`src/rtl/wb_load_queue.sv`:
```
// -----------------------------------------------------------------------------
// wb_load_queue
//
// Load-writeback unit for the memory stage. Outstanding loads are kept in a
// circular buffer in issue order (destination register, funct3, byte offset).
// In-order cache read responses retire the oldest entry: the returned word is
// shifted by the byte offset, sign/zero-extended per funct3 and written back
// to the regfile through a one-cycle output register.
//
// Optional feature: define WB_HAZARD_CHECK_EN to enable the rs1/rs2 busy
// compare against pending destinations. Without it both busy outputs are
// tied low and no compare logic is built (ports stay for a stable interface).
//
// Ports:
//   clk, rst_n            clock, asynchronous active-low reset
//   ld_valid/ld_ready     load issue handshake (ld_rd, ld_funct3, ld_addr_lo)
//   i_p_readdata*         cache read response, accepted when waitrequest low
//   i_p_waitrequest       cache stall
//   flush                 drop all pending loads on the next edge
//   reg_we_o/waddr/wdata  registered regfile write port
//   wb_done               one-cycle pulse per retired load (including x0)
//   count_o               number of outstanding loads
//   resp_err_o            sticky: stray response or illegal funct3 retired
//   rs1_i/rs2_i           hazard queries
//   rs1_busy_o/rs2_busy_o query register is the target of a pending load
// -----------------------------------------------------------------------------
module wb_load_queue #(
    parameter int DATA_W     = 32,
    parameter int REG_ADDR_W = 5,
    parameter int DEPTH      = 4,
    parameter int CNT_W      = $clog2(DEPTH) + 1
) (
    input  logic                  clk,
    input  logic                  rst_n,
    input  logic                  ld_valid,
    output logic                  ld_ready,
    input  logic [REG_ADDR_W-1:0] ld_rd,
    input  logic [2:0]            ld_funct3,
    input  logic [1:0]            ld_addr_lo,
    input  logic [DATA_W-1:0]     i_p_readdata,
    input  logic                  i_p_readdata_valid,
    input  logic                  i_p_waitrequest,
    input  logic                  flush,
    output logic                  reg_we_o,
    output logic [REG_ADDR_W-1:0] reg_waddr_o,
    output logic [DATA_W-1:0]     reg_wdata_o,
    output logic                  wb_done,
    output logic [CNT_W-1:0]      count_o,
    output logic                  resp_err_o,
    input  logic [REG_ADDR_W-1:0] rs1_i,
    input  logic [REG_ADDR_W-1:0] rs2_i,
    output logic                  rs1_busy_o,
    output logic                  rs2_busy_o
);

    localparam int              PTR_W      = $clog2(DEPTH);
    localparam logic [CNT_W-1:0] FULL_COUNT = CNT_W'(DEPTH);

    // Returns 1 for funct3 encodings that are not RV32 integer loads.
    function automatic logic funct3_illegal(input logic [2:0] f3);
        logic bad_s;
        case (f3)
            3'b000, 3'b001, 3'b010, 3'b100, 3'b101: bad_s = 1'b0;
            default:                                 bad_s = 1'b1;
        endcase
        return bad_s;
    endfunction

    // Aligns and extends the low word of the response; bits above 32 stay zero.
    function automatic logic [DATA_W-1:0] extract_load(
        input logic [DATA_W-1:0] data,
        input logic [2:0]        f3,
        input logic [1:0]        off
    );
        logic [31:0] word_s;
        logic [31:0] shifted_s;
        logic [31:0] res_s;
        word_s    = data[31:0];
        shifted_s = word_s >> {off, 3'b000};
        case (f3)
            3'b000:  res_s = {{24{shifted_s[7]}}, shifted_s[7:0]};
            3'b001:  res_s = {{16{shifted_s[15]}}, shifted_s[15:0]};
            3'b010:  res_s = word_s;
            3'b100:  res_s = {24'h000000, shifted_s[7:0]};
            3'b101:  res_s = {16'h0000, shifted_s[15:0]};
            default: res_s = 32'h00000000;
        endcase
        return DATA_W'(res_s);
    endfunction

    logic [REG_ADDR_W-1:0] ent_rd_r     [DEPTH];
    logic [2:0]            ent_funct3_r [DEPTH];
    logic [1:0]            ent_addr_r   [DEPTH];
    logic [DEPTH-1:0]      valid_r;
    logic [PTR_W-1:0]      rd_ptr_r;
    logic [PTR_W-1:0]      wr_ptr_r;
    logic [CNT_W-1:0]      count_r;

    logic                  reg_we_r;
    logic [REG_ADDR_W-1:0] reg_waddr_r;
    logic [DATA_W-1:0]     reg_wdata_r;
    logic                  wb_done_r;
    logic                  resp_err_r;

    logic                  accept_s;
    logic                  pop_s;
    logic                  push_s;
    logic [REG_ADDR_W-1:0] pop_rd_s;
    logic [2:0]            pop_funct3_s;
    logic [1:0]            pop_addr_s;

    assign ld_ready     = (count_r != FULL_COUNT);
    assign accept_s     = i_p_readdata_valid & ~i_p_waitrequest;
    assign pop_s        = accept_s & (count_r != {CNT_W{1'b0}});
    // ld_ready looks only at the count so it has no path from the cache
    // response; a load offered while full is still taken when a response
    // frees the head slot in the same cycle.
    assign push_s       = ld_valid & (ld_ready | pop_s) & ~flush;
    assign pop_rd_s     = ent_rd_r[rd_ptr_r];
    assign pop_funct3_s = ent_funct3_r[rd_ptr_r];
    assign pop_addr_s   = ent_addr_r[rd_ptr_r];

    // Queue storage, pointers and occupancy.
    always_ff @(posedge clk or negedge rst_n) begin
        if (!rst_n) begin
            for (int i = 0; i < DEPTH; i++) begin
                ent_rd_r[i]     <= {REG_ADDR_W{1'b0}};
                ent_funct3_r[i] <= 3'b000;
                ent_addr_r[i]   <= 2'b00;
            end
            valid_r  <= {DEPTH{1'b0}};
            rd_ptr_r <= {PTR_W{1'b0}};
            wr_ptr_r <= {PTR_W{1'b0}};
            count_r  <= {CNT_W{1'b0}};
        end else if (flush) begin
            valid_r  <= {DEPTH{1'b0}};
            rd_ptr_r <= {PTR_W{1'b0}};
            wr_ptr_r <= {PTR_W{1'b0}};
            count_r  <= {CNT_W{1'b0}};
        end else begin
            // Pop clears first so a push into the same slot (full, both
            // happening) leaves the slot valid.
            if (pop_s) begin
                valid_r[rd_ptr_r] <= 1'b0;
                rd_ptr_r          <= rd_ptr_r + PTR_W'(1);
            end
            if (push_s) begin
                ent_rd_r[wr_ptr_r]     <= ld_rd;
                ent_funct3_r[wr_ptr_r] <= ld_funct3;
                ent_addr_r[wr_ptr_r]   <= ld_addr_lo;
                valid_r[wr_ptr_r]      <= 1'b1;
                wr_ptr_r               <= wr_ptr_r + PTR_W'(1);
            end
            count_r <= count_r + CNT_W'(push_s) - CNT_W'(pop_s);
        end
    end

    // Registered writeback; a pop coinciding with flush still retires.
    always_ff @(posedge clk or negedge rst_n) begin
        if (!rst_n) begin
            reg_we_r    <= 1'b0;
            reg_waddr_r <= {REG_ADDR_W{1'b0}};
            reg_wdata_r <= {DATA_W{1'b0}};
            wb_done_r   <= 1'b0;
        end else if (pop_s) begin
            reg_we_r    <= (pop_rd_s != {REG_ADDR_W{1'b0}});
            reg_waddr_r <= pop_rd_s;
            reg_wdata_r <= extract_load(i_p_readdata, pop_funct3_s, pop_addr_s);
            wb_done_r   <= 1'b1;
        end else begin
            reg_we_r    <= 1'b0;
            reg_waddr_r <= {REG_ADDR_W{1'b0}};
            reg_wdata_r <= {DATA_W{1'b0}};
            wb_done_r   <= 1'b0;
        end
    end

    // Sticky error flag, cleared only by reset.
    always_ff @(posedge clk or negedge rst_n) begin
        if (!rst_n) begin
            resp_err_r <= 1'b0;
        end else if ((accept_s & ~pop_s) | (pop_s & funct3_illegal(pop_funct3_s))) begin
            resp_err_r <= 1'b1;
        end else begin
            resp_err_r <= resp_err_r;
        end
    end

    assign reg_we_o    = reg_we_r;
    assign reg_waddr_o = reg_waddr_r;
    assign reg_wdata_o = reg_wdata_r;
    assign wb_done     = wb_done_r;
    assign count_o     = count_r;
    assign resp_err_o  = resp_err_r;

`ifdef WB_HAZARD_CHECK_EN
    logic rs1_hit_s;
    logic rs2_hit_s;

    // Match queries against every valid entry, including the one being popped.
    always_comb begin
        rs1_hit_s = 1'b0;
        rs2_hit_s = 1'b0;
        for (int i = 0; i < DEPTH; i++) begin
            rs1_hit_s = rs1_hit_s | (valid_r[i] & (ent_rd_r[i] == rs1_i));
            rs2_hit_s = rs2_hit_s | (valid_r[i] & (ent_rd_r[i] == rs2_i));
        end
    end

    assign rs1_busy_o = rs1_hit_s & (rs1_i != {REG_ADDR_W{1'b0}});
    assign rs2_busy_o = rs2_hit_s & (rs2_i != {REG_ADDR_W{1'b0}});
`else
    logic unused_hazard_s;

    assign unused_hazard_s = ^{rs1_i, rs2_i, valid_r};
    assign rs1_busy_o      = 1'b0;
    assign rs2_busy_o      = 1'b0;
`endif

endmodule

```
`config.mk`:
```
export PLATFORM = sky130hd
export DESIGN_NAME = wb_load_queue
export DESIGN_NICKNAME = d
export VERILOG_FILES = /design/src/rtl/wb_load_queue.sv
export SDC_FILE = /design/constraint.sdc
export NUM_CORES = 1
export LEC_CHECK = 0
export ABC_AREA = 0
export BUFFER_PORTS_ARGS = -buffer_cell sky130_fd_sc_hd__buf_2
export CAP_MARGIN = 20
export CORE_UTILIZATION = 52
export CTS_BUF_LIST = sky130_fd_sc_hd__clkbuf_8
export CTS_CLUSTER_DIAMETER = 80
export CTS_CLUSTER_SIZE = 25
export DETAILED_ROUTE_END_ITERATION = 6
export PLACE_DENSITY = 0.78
export SETUP_SLACK_MARGIN = 0.15
export SYNTH_ARGS = -nofsm -noshare
export SYNTH_HDL_FRONTEND = slang
export SYNTH_SLANG_ARGS = --single-unit
```
`constraint.sdc`:
```
create_clock -name clk -period 5.1 [get_ports clk]
set_input_delay 1.02 -clock clk [delete_from_list [all_inputs] [get_ports clk]]
set_output_delay 1.02 -clock clk [all_outputs]
set_load 0.05 [all_outputs]
```
* Word-level counts from Yosys, hierarchy flattened
Index checks and enable logic that the tools add are counted.
Storage, ports and cells: output and inout port bits 46, register bits after elaboration 87
Cells by class: shift operators 1, muxes and demuxes 29, reductions and logical operators 8, magnitude comparators 3, bitwise gates (word level) 13, eq/ne operators 5, $add $sub $neg 4
Operators by type and width (number):
- case mux 32 bit (5 select lines) | 1
- 2-to-1 mux 32 bit | 1
- >> shifter 32 x 5 -> 16 bit | 1
- bitwise mux 20 bit | 1
- 2-to-1 mux 5 bit | 4
- 2-to-1 mux 2 bit | 7
- bitwise mux 12 bit | 1
- 2-to-1 mux 3 bit | 4
- binary-select mux 5 bit (select 2 bit) | 1
- demux 5 bit (select 2 bit) | 1
- bitwise mux 8 bit | 1
- bitwise AND 1 bit | 6
- binary-select mux 3 bit (select 2 bit) | 1
- demux 3 bit (select 2 bit) | 1
- equality test 3 bit (second input constant) | 2
- greater-or-equal comparator 3 bit (second input constant) | 2
- inverter 2 -> 3 bit | 2
- nonzero test 5 bit | 1
- OR reduction 5 bit | 1
- adder 2 x 1 -> 2 bit (second input constant) | 2
- binary-select mux 2 bit (select 2 bit) | 1
- demux 2 bit (select 2 bit) | 1
- nonzero test 2 bit | 2
- adder 3 x 1 -> 3 bit | 1
- 12 further kinds | 17

* Logic depth before layout (Yosys ltp)
depth after elaboration 9, mapped depth 12, mapped depth without buffers 12

* Worst setup path after synthesis
OpenSTA, ideal clock, no wires.
path type input -> register, from in i_p_readdata_valid, to reg count_r[2], in the netlist count_o[2], data required time 4.972 ns, path slack 1.850 ns, library setup time 0.128 ns, stages 12, arrival time 3.121 ns, buffers on the path 0, cells stage by stage nor2b_1 > o21ai_0 > nor2_1 > inv_1 > ha_1 > inv_1 > ha_1 > inv_1 > fa_1 > xor2_1 > xnor2_1 > nor2_1
On the way: longest elaborated chain between the ends 8
Ends and longest elaborated chain:
- from (decl) | line 41 | input logic i_p_readdata_valid,
- bitwise AND 1 bit * | line 113 | assign accept_s = i_p_readdata_valid & ~i_p_waitrequest;
- bitwise AND 1 bit * | line 114 | assign pop_s = accept_s & (count_r != {CNT_W{1'b0}});
- OR 1 bit | line 118 | assign push_s = ld_valid & (ld_ready | pop_s) & ~flush;
- bitwise AND 1 bit (2 in a row) | line 118
- adder 3 x 1 -> 3 bit | line 154 | count_r <= count_r + CNT_W'(push_s) - CNT_W'(pop_s);
- subtractor 3 x 1 -> 3 bit * | line 154
- 2-to-1 mux 3 bit * | line 135 | end else if (flush) begin
- to (signal assigned) | line 134 | count_r <= {CNT_W{1'b0}};
- to (signal assigned) | line 139 | count_r <= {CNT_W{1'b0}};
- to (signal assigned) | line 154
- to (decl) | line 97 | logic [CNT_W-1:0] count_r;
Every way passes the cells marked *; elsewhere a longest branch is shown, timed or not. A chain may end at the register's enable or synchronous reset.

* Worst setup path after layout
Ends and elaborated chain as after synthesis.

==> impl_results.rst <==
.. list-table::
   :header-rows: 1

   * - Metric
     - Value
   * - Status
     - completed
   * - Number of buffers inserted by port buffering
     - 91
   * - Worst hold path class
     - flip-flop to flip-flop
   * - Total cell area at the placement stage
     - 4650 µm²
   * - Share of the cycle needed by the critical path after routing
     - 65.2%
   * - Std-Cell Rows
     - 32
   * - Unrepaired setup endpoints after global routing
     - false
   * - Final critical delay including setup and external delays
     - 3.32 ns
   * - Setup crit start kind
     - primary input
   * - DRC viols
     - 0
   * - Final std cell area, no fill
     - ~5000 µm²
   * - Clock tree root driver cell
     - sky130_fd_sc_hd__clkbuf_8
   * - Total routing usage reported by global routing
     - between 20 and 25%
   * - Largest clock skew in the final design
     - 0.00752 ns
   * - DP Cell Count
     - 492
   * - Initial antenna violation count
     - 0
   * - Accumulated negative setup slack
     - 0 ns
   * - Total inserted antenna cells
     - 0
   * - Number of buffers created by CTS
     - 9
   * - Via count of the routed design
     - 2832
   * - Maximum number of pins on one net before global-route repair
     - 88
   * - Post-cts repair resize count
     - 0
   * - Start point of the worst hold path
     - ent_rd_r[12]
   * - P&R area growth vs syn
     - 17.3%
   * - Sequential area share after synthesis
     - 52.3%
   * - Count of hold buffers inserted by post-cts repair
     - 0
   * - Height of the die
     - 91.5 µm
   * - Routed WL
     - 8810 µm
   * - Maximum clock frequency
     - 301 MHz
   * - Most common cell after layout, fill and taps aside
     - sky130_fd_sc_hd__buf_2
   * - Layout cells sized above 1
     - between 40 and 50%
   * - Clock Sinks
     - 87
   * - Leakage power
     - 2.47 nW
   * - Setup CP Type
     - primary input to flip-flop
   * - Number of design-rule violations left by the first detailed-router iteration
     - 124
   * - First-pass iteration count of the detailed router
     - 4
   * - Peak supply drop
     - 0.000251 V
   * - Final count of pins violating max slew
     - 0
   * - Flops & latches, synth
     - 87
   * - Highest net fanout along the worst path
     - 8
   * - Avg Inst Size Synth
     - approximately 13 µm²
   * - Core box area
     - 7730 µm²
   * - Leading register cell type out of synthesis
     - sky130_fd_sc_hd__dfrtp_1
   * - Total congestion overflow
     - 0
   * - Number of warnings printed during yosys synthesis
     - 0
   * - Critical Path End Type
     - flip-flop
   * - CP required
     - 5.35 ns
   * - Clock transition at path regs
     - about 0.09 ns
   * - Least-Margin Pin Slew
     - 0.985 ns
   * - Effective utilization at floorplan
     - 53.9%
   * - Max-cap violations
     - 0
   * - Final weighted congestion in routability-driven placement
     - 0.795
   * - Final setup viols
     - 0
   * - Most area-consuming cells after synthesis
     - sky130_fd_sc_hd__dfrtp_1, sky130_fd_sc_hd__mux2_2, sky130_fd_sc_hd__mux4_1, sky130_fd_sc_hd__a21o_2, sky130_fd_sc_hd__a22oi_1
   * - Power density of the placed cells
     - ~500 nW/µm²
   * - Detailed placement HPWL
     - a little over 6000 µm
   * - Arrival time at the worst endpoint
     - 3.57 ns
   * - Worst-Skew Late Latency
     - 0.36 ns
   * - Detail-routed net length per standard cell
     - 17.3 µm
   * - Global-route wire length before repair
     - 14300 µm
   * - Die area
     - 8360 µm²
   * - Longest Clk Path Bufs
     - 2
   * - Average vias per placed instance
     - 5.56
   * - Beginning of the worst register-to-register path
     - count_o[1]
   * - EDFF count, synth
     - 0
   * - Total count of hold-check failures in the final report
     - 0
   * - Final Instance Count excl. Fillers
     - between 500 and 600
   * - Distinct cells, synth
     - 40
   * - TritonCTS clock tree
     - built
   * - Number of nets in the final layout
     - 467
   * - Number of standard cells after synthesis
     - between 300 and 400
   * - Worst setup path start
     - i_p_readdata_valid
   * - Leading cell types in the layout, fill and taps excluded
     - sky130_fd_sc_hd__buf_2, sky130_fd_sc_hd__dfrtp_1, sky130_fd_sc_hd__mux2_2
   * - Final setup slack of the worst path
     - 1.78 ns
   * - Horiz. Die Dim
     - slightly above 90 µm
   * - Filler Cell Count
     - 616
   * - Share of the synthesized area in the top cell type
     - a little over half
   * - Number of global-route vias before repair
     - 2841
   * - Fraction of registers with async set/reset
     - 100%
   * - Share of the core filled with cells
     - 63.1%
   * - Summed instance area of the synthesized netlist
     - ~4200 µm²
   * - Slew headroom
     - around 34%
   * - Antenna-violating nets left
     - 0
   * - CTS H-tree depth
     - 3
   * - Setup Slack @ Placement
     - between 1 and 1.5 ns
   * - Setup fix buffers added after clock tree synthesis
     - 0
   * - Top cell type by total area after synthesis
     - sky130_fd_sc_hd__dfrtp_1
   * - Top-level I/O count
     - between 100 and 150
sequential cells by signal, indices dropped and copies added (netlist names):
| name | count |
|---|---|
| ent_addr_r | 8 |
| reg_wdata_o | 32 |
| count_o | 3 |
| resp_err_o | 1 |
| ent_rd_r | 20 |
| wr_ptr_r | 2 |
| reg_waddr_o | 5 |
| rd_ptr_r | 2 |
| wb_done | 1 |
| ent_funct3_r | 12 |
| reg_we_o | 1 |
cell usage after synthesis, drive strengths merged (2+ instances only):
library cell,count
mux2i,4
nor2,14
nand2,26
clkbuf,3
a22oi,16
buf,10
ha,6
mux4,11
a21oi,8
a31oi,9
nand2b,5
mux2,62
and3,5
nor2b,2
dfrtp,87
xnor2,3
or3,3
xor2,2
nor3,2
a21o,17
inv,8
final timing paths:
path                                   end  slack (ns)  cells after the start
max                             count_o[2]        1.78                     13
min                           ent_rd_r[12]        0.50                      1
max reg2reg                     count_o[2]        2.05                     12
min reg2reg                   ent_rd_r[12]        0.50                      1
max in group asynchronous    ent_addr_r[6]        3.93                      2
min in group asynchronous  reg_wdata_o[21]        0.56                      1
metal layers:
| layer | GRT usage (%) | up-vias | wire length [µm] |
|---|---|---|---|
| met3 | 3.77 | 14 | 407 |
| met5 | 0 | - | 0 |
| met4 | 7.94 | 0 | 154 |
| li1 | - | 1305 | - |
| met2 | 38.6 | 101 | 4440 |
| met1 | 28.1 | 1412 | 3800 |
where the power goes:
group | total, W | internal [W] | switching (W)
clock network | 0.000481 | 0.000227 | 0.000254
logic | 0.00102 | 0.000441 | 0.000578
registers | 0.000975 | 0.000874 | 0.000101
critical path, cell delays in order:
cell and delay (ns):
sky130_fd_sc_hd__buf_2 0.08, sky130_fd_sc_hd__nor2b_1 0.39, sky130_fd_sc_hd__o21ai_0 0.31, sky130_fd_sc_hd__nor2_1 0.45
sky130_fd_sc_hd__inv_1 0.09, sky130_fd_sc_hd__ha_1 0.28, sky130_fd_sc_hd__inv_1 0.05, sky130_fd_sc_hd__ha_1 0.12
sky130_fd_sc_hd__inv_1 0.04, sky130_fd_sc_hd__fa_1 0.37, sky130_fd_sc_hd__xor2_1 0.17, sky130_fd_sc_hd__xnor2_1 0.14
sky130_fd_sc_hd__nor2_1 0.05
area by class of cell:
type                            count  area, µm²  area share (%)
Timing Repair Buffer               92        485            9.95
Clock inverter                      7       73.8            1.51
Sequential cell                    87       2180            44.6
Inverter                            8       30.0           0.615
Multi-Input combinational cell    204       1860            38.2
Tap cell                          102        128            2.62
Clock buffer                        9        124            2.54
kinds of logic after synthesis:
family | after synthesis | share of synthesized area, %
compound gates | 52 | 9.41
xor+xnor | 5 | 1.05
fa+ha+maj | 7 | 2.28
buf+inv | 21 | 3.04
flops | 87 | 52.3
mux | 77 | 24.3
other cells | 1 | 0.0901
simple gates | 61 | 7.49
stage by stage:
stage	power [W]	hold slack [ns]
3_3_place_gp	0.00197	0.452
5_1_grt	0.00262	0.523
4_1_cts	0.00248	0.507
6_report	0.00247	0.503
3_5_place_dp	0.00201	0.485
2_1_floorplan	0.00180	0.470
Note: power is estimated with default switching activity, not from simulation.
